[config.mk]
export PLATFORM = sky130hd
export DESIGN_NAME = can_bit_sampler
export DESIGN_NICKNAME = d
export VERILOG_FILES = /design/src/rtl/can_pkg.sv /design/src/rtl/can_bit_timer.sv /design/src/rtl/can_bit_sampler.sv
export SDC_FILE = /design/constraint.sdc
export NUM_CORES = 1
export LEC_CHECK = 0
export ABC_AREA = 1
export CORE_MARGIN = 5
export CORE_UTILIZATION = 52
export DETAILED_ROUTE_END_ITERATION = 16
export GPL_TIMING_DRIVEN = 0
export PLACE_DENSITY_LB_ADDON = 0.2
export SLEW_MARGIN = 20
export SYNTH_ARGS = -nofsm -noshare
export SYNTH_HDL_FRONTEND = slang
export SYNTH_SLANG_ARGS = --single-unit
[constraint.sdc]
create_clock -name clk -period 1.5 [get_ports clk]
set_clock_uncertainty 0.1 [all_clocks]
set_input_delay 0.225 -clock clk [delete_from_list [all_inputs] [get_ports clk]]
set_output_delay 0.225 -clock clk [all_outputs]
set_load 0.01 [all_outputs]
[src/rtl/can_pkg.sv]
// Shared CAN receive-path definitions: FSM state encoding, protocol limits
// and the bit-timing derivation used by the sampler and its bit timer.
package can_pkg;

    typedef enum logic [1:0] {
        ST_INTEGRATE,
        ST_IDLE,
        ST_SOF_BIT,
        ST_RECEIVE
    } can_state_e;

    localparam int unsigned STUFF_LIMIT = 5;
    localparam int unsigned IDLE_BITS   = 11;

    function automatic int unsigned calc_bit_cnt(input int unsigned clk_mhz,
                                                 input int unsigned kbps);
        return (clk_mhz * 1000) / kbps;
    endfunction

    function automatic int unsigned calc_sample_cnt(input int unsigned bit_cnt,
                                                    input int unsigned pct);
        return (bit_cnt * pct) / 100;
    endfunction

endpackage

[src/rtl/can_bit_timer.sv]
// Free-running CAN bit-time counter with hard sync; flags the sample point.
module can_bit_timer #(
    parameter int unsigned BIT_CNT    = 100,
    parameter int unsigned SAMPLE_CNT = 75
) (
    input  logic clk,
    input  logic rst,
    input  logic hard_sync_i,
    output logic sample_tick_o
);

    localparam int unsigned CNT_W = (BIT_CNT > 1) ? $clog2(BIT_CNT) : 1;
    localparam logic [CNT_W-1:0] CNT_LAST    = CNT_W'(BIT_CNT - 1);
    localparam logic [CNT_W-1:0] SAMPLE_LAST = CNT_W'(SAMPLE_CNT - 1);

    logic [CNT_W-1:0] cnt_q, cnt_d;

    always_comb begin
        cnt_d = cnt_q + 1'b1;
        if (hard_sync_i || cnt_q == CNT_LAST) begin
            cnt_d = '0;
        end
    end

    always_ff @(posedge clk) begin
        if (rst) begin
            cnt_q <= '0;
        end else begin
            cnt_q <= cnt_d;
        end
    end

    // A hard sync landing on the sample point suppresses that sample.
    assign sample_tick_o = (cnt_q == SAMPLE_LAST) && !hard_sync_i;

endmodule

[src/rtl/can_bit_sampler.sv]
// CAN receive front end: synchronizes rx, tracks bus idle / SOF, samples each
// bit at the sample point and removes stuff bits before handing bits on.
module can_bit_sampler
    import can_pkg::*;
#(
    parameter int unsigned clk_speed_MHz      = 100,
    parameter int unsigned can_bit_rate_Kbits = 1000,
    parameter int unsigned sample_point_pct   = 75
) (
    input  logic clk,
    input  logic rst,
    input  logic rx,
    input  logic sample_en,
    input  logic stuff_en,
    output logic din,
    output logic dvalid,
    output logic sof,
    output logic stuff_error,
    output logic bus_idle
);

    localparam int unsigned BIT_CNT    = calc_bit_cnt(clk_speed_MHz, can_bit_rate_Kbits);
    localparam int unsigned SAMPLE_CNT = calc_sample_cnt(BIT_CNT, sample_point_pct);
    localparam logic [3:0]  IDLE_LAST  = 4'(IDLE_BITS - 1);
    localparam logic [2:0]  STUFF_MAX  = 3'(STUFF_LIMIT);

    can_state_e  state_q, state_d;
    logic        rx_meta_q, rx_sync_q, rx_d_q;
    logic [3:0]  integ_q, integ_d;
    logic        run_val_q, run_val_d;
    logic [2:0]  run_len_q, run_len_d;
    logic        en_seen_q, en_seen_d;
    logic [1:0]  samp_n_q, samp_n_d;
    logic        din_q, din_d;
    logic        dvalid_q, dvalid_d;
    logic        sof_q, sof_d;
    logic        serr_q, serr_d;
    logic        idle_q, idle_d;
    logic        fall_edge;
    logic        sample_tick;
    logic        en_now;

    assign fall_edge = !rx_sync_q && rx_d_q;

    can_bit_timer #(
        .BIT_CNT    (BIT_CNT),
        .SAMPLE_CNT (SAMPLE_CNT)
    ) u_timer (
        .clk           (clk),
        .rst           (rst),
        .hard_sync_i   (fall_edge),
        .sample_tick_o (sample_tick)
    );

    always_ff @(posedge clk) begin
        if (rst) begin
            rx_meta_q <= 1'b1;
            rx_sync_q <= 1'b1;
            rx_d_q    <= 1'b1;
        end else begin
            rx_meta_q <= rx;
            rx_sync_q <= rx_meta_q;
            rx_d_q    <= rx_sync_q;
        end
    end

    always_comb begin
        state_d   = state_q;
        integ_d   = integ_q;
        run_val_d = run_val_q;
        run_len_d = run_len_q;
        en_seen_d = en_seen_q;
        samp_n_d  = samp_n_q;
        din_d     = din_q;
        dvalid_d  = 1'b0;
        sof_d     = 1'b0;
        serr_d    = 1'b0;
        en_now    = en_seen_q || sample_en;

        unique case (state_q)
            ST_INTEGRATE: begin
                if (sample_tick) begin
                    if (!rx_sync_q) begin
                        integ_d = '0;
                    end else if (integ_q == IDLE_LAST) begin
                        integ_d = '0;
                        state_d = ST_IDLE;
                    end else begin
                        integ_d = integ_q + 4'd1;
                    end
                end
            end
            ST_IDLE: begin
                if (fall_edge) begin
                    state_d = ST_SOF_BIT;
                end
            end
            ST_SOF_BIT: begin
                if (sample_tick) begin
                    if (!rx_sync_q) begin
                        sof_d     = 1'b1;
                        dvalid_d  = 1'b1;
                        din_d     = 1'b0;
                        run_val_d = 1'b0;
                        run_len_d = 3'd1;
                        en_seen_d = 1'b0;
                        samp_n_d  = '0;
                        state_d   = ST_RECEIVE;
                    end else begin
                        state_d = ST_IDLE;
                    end
                end
            end
            ST_RECEIVE: begin
                if (sample_en) begin
                    en_seen_d = 1'b1;
                end
                if (en_seen_q && !sample_en) begin
                    state_d = ST_IDLE;
                end else if (sample_tick) begin
                    if (samp_n_q != 2'd2) begin
                        samp_n_d = samp_n_q + 2'd1;
                    end
                    // No consumer claimed the frame by its second data sample.
                    if (samp_n_q == 2'd1 && !en_now) begin
                        state_d = ST_IDLE;
                    end else if (stuff_en && run_len_q == STUFF_MAX) begin
                        if (rx_sync_q != run_val_q) begin
                            run_val_d = rx_sync_q;
                            run_len_d = 3'd1;
                        end else begin
                            serr_d  = 1'b1;
                            integ_d = '0;
                            state_d = ST_INTEGRATE;
                        end
                    end else begin
                        dvalid_d = 1'b1;
                        din_d    = rx_sync_q;
                        if (stuff_en && rx_sync_q == run_val_q) begin
                            if (run_len_q != STUFF_MAX) begin
                                run_len_d = run_len_q + 3'd1;
                            end
                        end else begin
                            run_val_d = rx_sync_q;
                            run_len_d = 3'd1;
                        end
                    end
                end
            end
            default: begin
                state_d = ST_INTEGRATE;
            end
        endcase

        idle_d = (state_d == ST_IDLE);
    end

    always_ff @(posedge clk) begin
        if (rst) begin
            state_q   <= ST_INTEGRATE;
            integ_q   <= '0;
            run_val_q <= 1'b1;
            run_len_q <= '0;
            en_seen_q <= 1'b0;
            samp_n_q  <= '0;
            din_q     <= 1'b1;
            dvalid_q  <= 1'b0;
            sof_q     <= 1'b0;
            serr_q    <= 1'b0;
            idle_q    <= 1'b0;
        end else begin
            state_q   <= state_d;
            integ_q   <= integ_d;
            run_val_q <= run_val_d;
            run_len_q <= run_len_d;
            en_seen_q <= en_seen_d;
            samp_n_q  <= samp_n_d;
            din_q     <= din_d;
            dvalid_q  <= dvalid_d;
            sof_q     <= sof_d;
            serr_q    <= serr_d;
            idle_q    <= idle_d;
        end
    end

    assign din         = din_q;
    assign dvalid      = dvalid_q;
    assign sof         = sof_q;
    assign stuff_error = serr_q;
    assign bus_idle    = idle_q;

endmodule

==> results.sh <==
export IMPL_syn_to_final_growth_pct=25.06
export IMPL_dr_first_iter_drc_count=91
export IMPL_synthCells=222
export IMPL_hpwl_um=2401
export IMPL_worstSetupPathType="reg -> reg"
export IMPL_netlist_cell_type_count=30
export IMPL_maxCapViolCount=0
export IMPL_cts_tree="yes"
export IMPL_rsz0062_at_grt="true"
export IMPL_cts_buffers=3
export IMPL_syn_avg_cell_area_um2=7.355
export IMPL_finalSetupViolCount=14
export IMPL_clkSinkCount=28
export IMPL_syn_nets=235
export IMPL_max_freq_ghz=0.6427
export IMPL_grt_max_degree=15
export IMPL_worstPathArrival_ns=1.69
export IMPL_clkLatencyLatePin_ns=0.32
export IMPL_drive_gt1_frac=0.3213
export IMPL_drt_total_wl_um=3569
export IMPL_wl_met2_um=1789
export IMPL_grt_pass1_vias=1467
export IMPL_p_leak_uw=0.0009007
export IMPL_netlist_area_um2=1633
export IMPL_setup_ws_ns=-0.05589
export IMPL_synth_ff_latch_count=28
export IMPL_drt_vias_per_instance=5.130
export IMPL_fin_nets=264
export IMPL_overflow=0
export IMPL_ys_warn_count=0
export IMPL_gp_congestion=0.8927
export IMPL_hold_class="in -> reg"
export IMPL_row_count=20
export IMPL_wl_met3_um=126
export IMPL_cts_root_buf="clkbuf_4"
export IMPL_cts_max_level=1
export IMPL_place_port_buffers=8
export IMPL_diodes=0
export IMPL_drc=0
export IMPL_timing_final_crit_share=1.037
export IMPL_dieWidth_um=66.04
export IMPL_track_usage=0.1822
export IMPL_layout_common_cells="nand2_1, inv_1, nor2_1, dfxtp_1, buf_4"
export IMPL_place_area_um2=1768
export IMPL_synth_top_area_share=0.3433
export IMPL_netlist_top_cells_area="dfxtp_1, nand2_1, inv_1"
export IMPL_worst_pin_slew_ns=0.5112
export IMPL_design_area_um2=2042
export IMPL_clk_path_buf_depth=2
export IMPL_worstPathMaxFanout=8
export IMPL_grt_pass1_wl_um=6230
export IMPL_violations="setup timing"
export IMPL_start_util=0.5393
export IMPL_finalSetupTns_ns=-0.4684
export IMPL_antenna_found_initial=0
export IMPL_relSlewSlack=0.6592
export IMPL_wl_per_cell_um=12.18
export IMPL_cp_end_kind="flip-flop"
export IMPL_outcome="finished with violations"
export IMPL_drt_met1_wl_um=1578
export IMPL_post_route_util=0.6744
export IMPL_startpoint_type="flip-flop"
export IMPL_hold_violations=0
export IMPL_critPathRequiredTime_ns=1.63
export IMPL_final_min_clock_period_ns=1.556
export IMPL_max_vdd_ir_drop_mv=0.5489
export IMPL_final_common_cell="nand2_1"
export IMPL_pin_count=10
export IMPL_dr_pass1_iters=4
export IMPL_clk_pin_slew_ns=0.13
export IMPL_vias=1503
export IMPL_top_layer="met4"
export IMPL_slew_violations=0
export IMPL_dieArea_um2=4361
export IMPL_die_h_um=66.04
export IMPL_coreArea_um2=3028
export IMPL_ant_nets=0
export IMPL_netlist_top_cell_by_area="dfxtp_1"
export IMPL_pwr_density_cell_nw_per_um2=561.7
export IMPL_fillers=264
export IMPL_ys_seq_area_frac=0.3433
==> metal layers <==
| layer | vias up | GRT usage |
|---|---|---|
| met5 | - | 0 |
| met3 | 9 | 0.02551 |
| met2 | 35 | 0.3166 |
| met1 | 684 | 0.2214 |
| li1 | 775 | - |
| met4 | 0 | 0.08122 |
==> synthesized netlist by cell type <==
| cell | instances |
|---|---|
| o21ai_2 | 1 |
| inv_4 | 2 |
| nor2_4 | 4 |
| nor3b_1 | 1 |
| inv_2 | 3 |
| nand2_4 | 3 |
| ha_1 | 8 |
| buf_12 | 1 |
| o21a_1 | 1 |
| inv_1 | 27 |
| xor2_1 | 3 |
| nor3_1 | 4 |
| o21ai_1 | 3 |
| clkbuf_1 | 2 |
| nor4_1 | 2 |
| nand3_4 | 1 |
| o211ai_1 | 4 |
| nor2_1 | 23 |
| nand3_1 | 17 |
| o21ai_0 | 6 |
| a21oi_2 | 2 |
| a21oi_1 | 11 |
| xnor2_1 | 1 |
| dfxtp_1 | 28 |
| or2_2 | 2 |
| nand4_1 | 8 |
| buf_6 | 3 |
| nand2_1 | 41 |
| nor2_2 | 3 |
| nand2_2 | 7 |
==> sequential cells by signal (all words and copies together), names as in the netlist, 2 cells and up <==
name,count
run_len_q,3
integ_q,4
state_q,2
u_timer.cnt_q,7
samp_n_q,2
==> area by class of cell <==
class	count	area, µm²	area share
sequential	28	569.3	0.2788
clock buffer	3	22.52	0.01103
tap	44	55.05	0.02696
timing repair buffer	24	193.9	0.09498
multi-input combinational	156	1012	0.4957
inverter	32	127.6	0.06250
buffer	6	61.31	0.03002
==> cell families (layout without fill, tap and decap cells) <==
logic type               count (synthesis)  count (layout)  share of synthesized area
buffers and inverters                   38              65                     0.1142
XOR/XNOR                                 4               4                    0.02146
AO/OA/AOI/OAI                           28              28                     0.1004
adder cells (fa/ha/maj)                  8               8                    0.06131
AND/OR/NAND/NOR                        116             116                     0.3594
flip-flops                              28              28                     0.3433
==> worst max-delay path, stage by stage, from the launching register on <==
cell and delay (ns):
dfxtp_2 0.35, inv_2 0.06, ha_4 0.13, nand2_4 0.04, nor2_4 0.11, nand2_4 0.12, buf_4 0.16, o211ai_1 0.15
o211ai_1 0.14, nand2_1 0.07, inv_1 0.04
==> power by group <==
| part | switching (µW) | internal [µW] |
|---|---|---|
| logic | 48.7 | 41.3 |
| clock network | 201 | 94.3 |
| registers | 6.96 | 754 |
==> final timing paths <==
kind | depth (start not counted) | startpoint | slack, ns | to
worst min register to register | 1 | rx_meta_q | 0.33 | rx_sync_q
worst max-delay path | 10 | u_timer.cnt_q[0] | -0.06 | state_q[1]
worst max register to register | 10 | u_timer.cnt_q[0] | -0.06 | state_q[1]
worst min-delay path | 2 | rst | 0.21 | dvalid
==> timing repair <==
item / in CTS / in global routing
pin swaps: 13 / 9
resized for setup: 29 / 19
hold endpoints to repair: 0 / 0
hold buffers: 0 / 0
buffers inserted: 12 / 4
endpoints found under the setup margin: 25 / 22
==> through the flow <==
stage                     power (µW)  instances  hold WS, ns  setup slack (ns)
after floorplan                820.1        222       0.2288           0.01495
after global placement         840.9        274       0.2980           -0.3036
after detailed placement       841.8        274       0.3044           -0.3136
after CTS                       1163        289       0.1856          -0.06099
after global routing            1225        293       0.2323           -0.1820
final                           1147        293       0.2083          -0.05589
No activity file was read; power rests on OpenSTA's default activity.
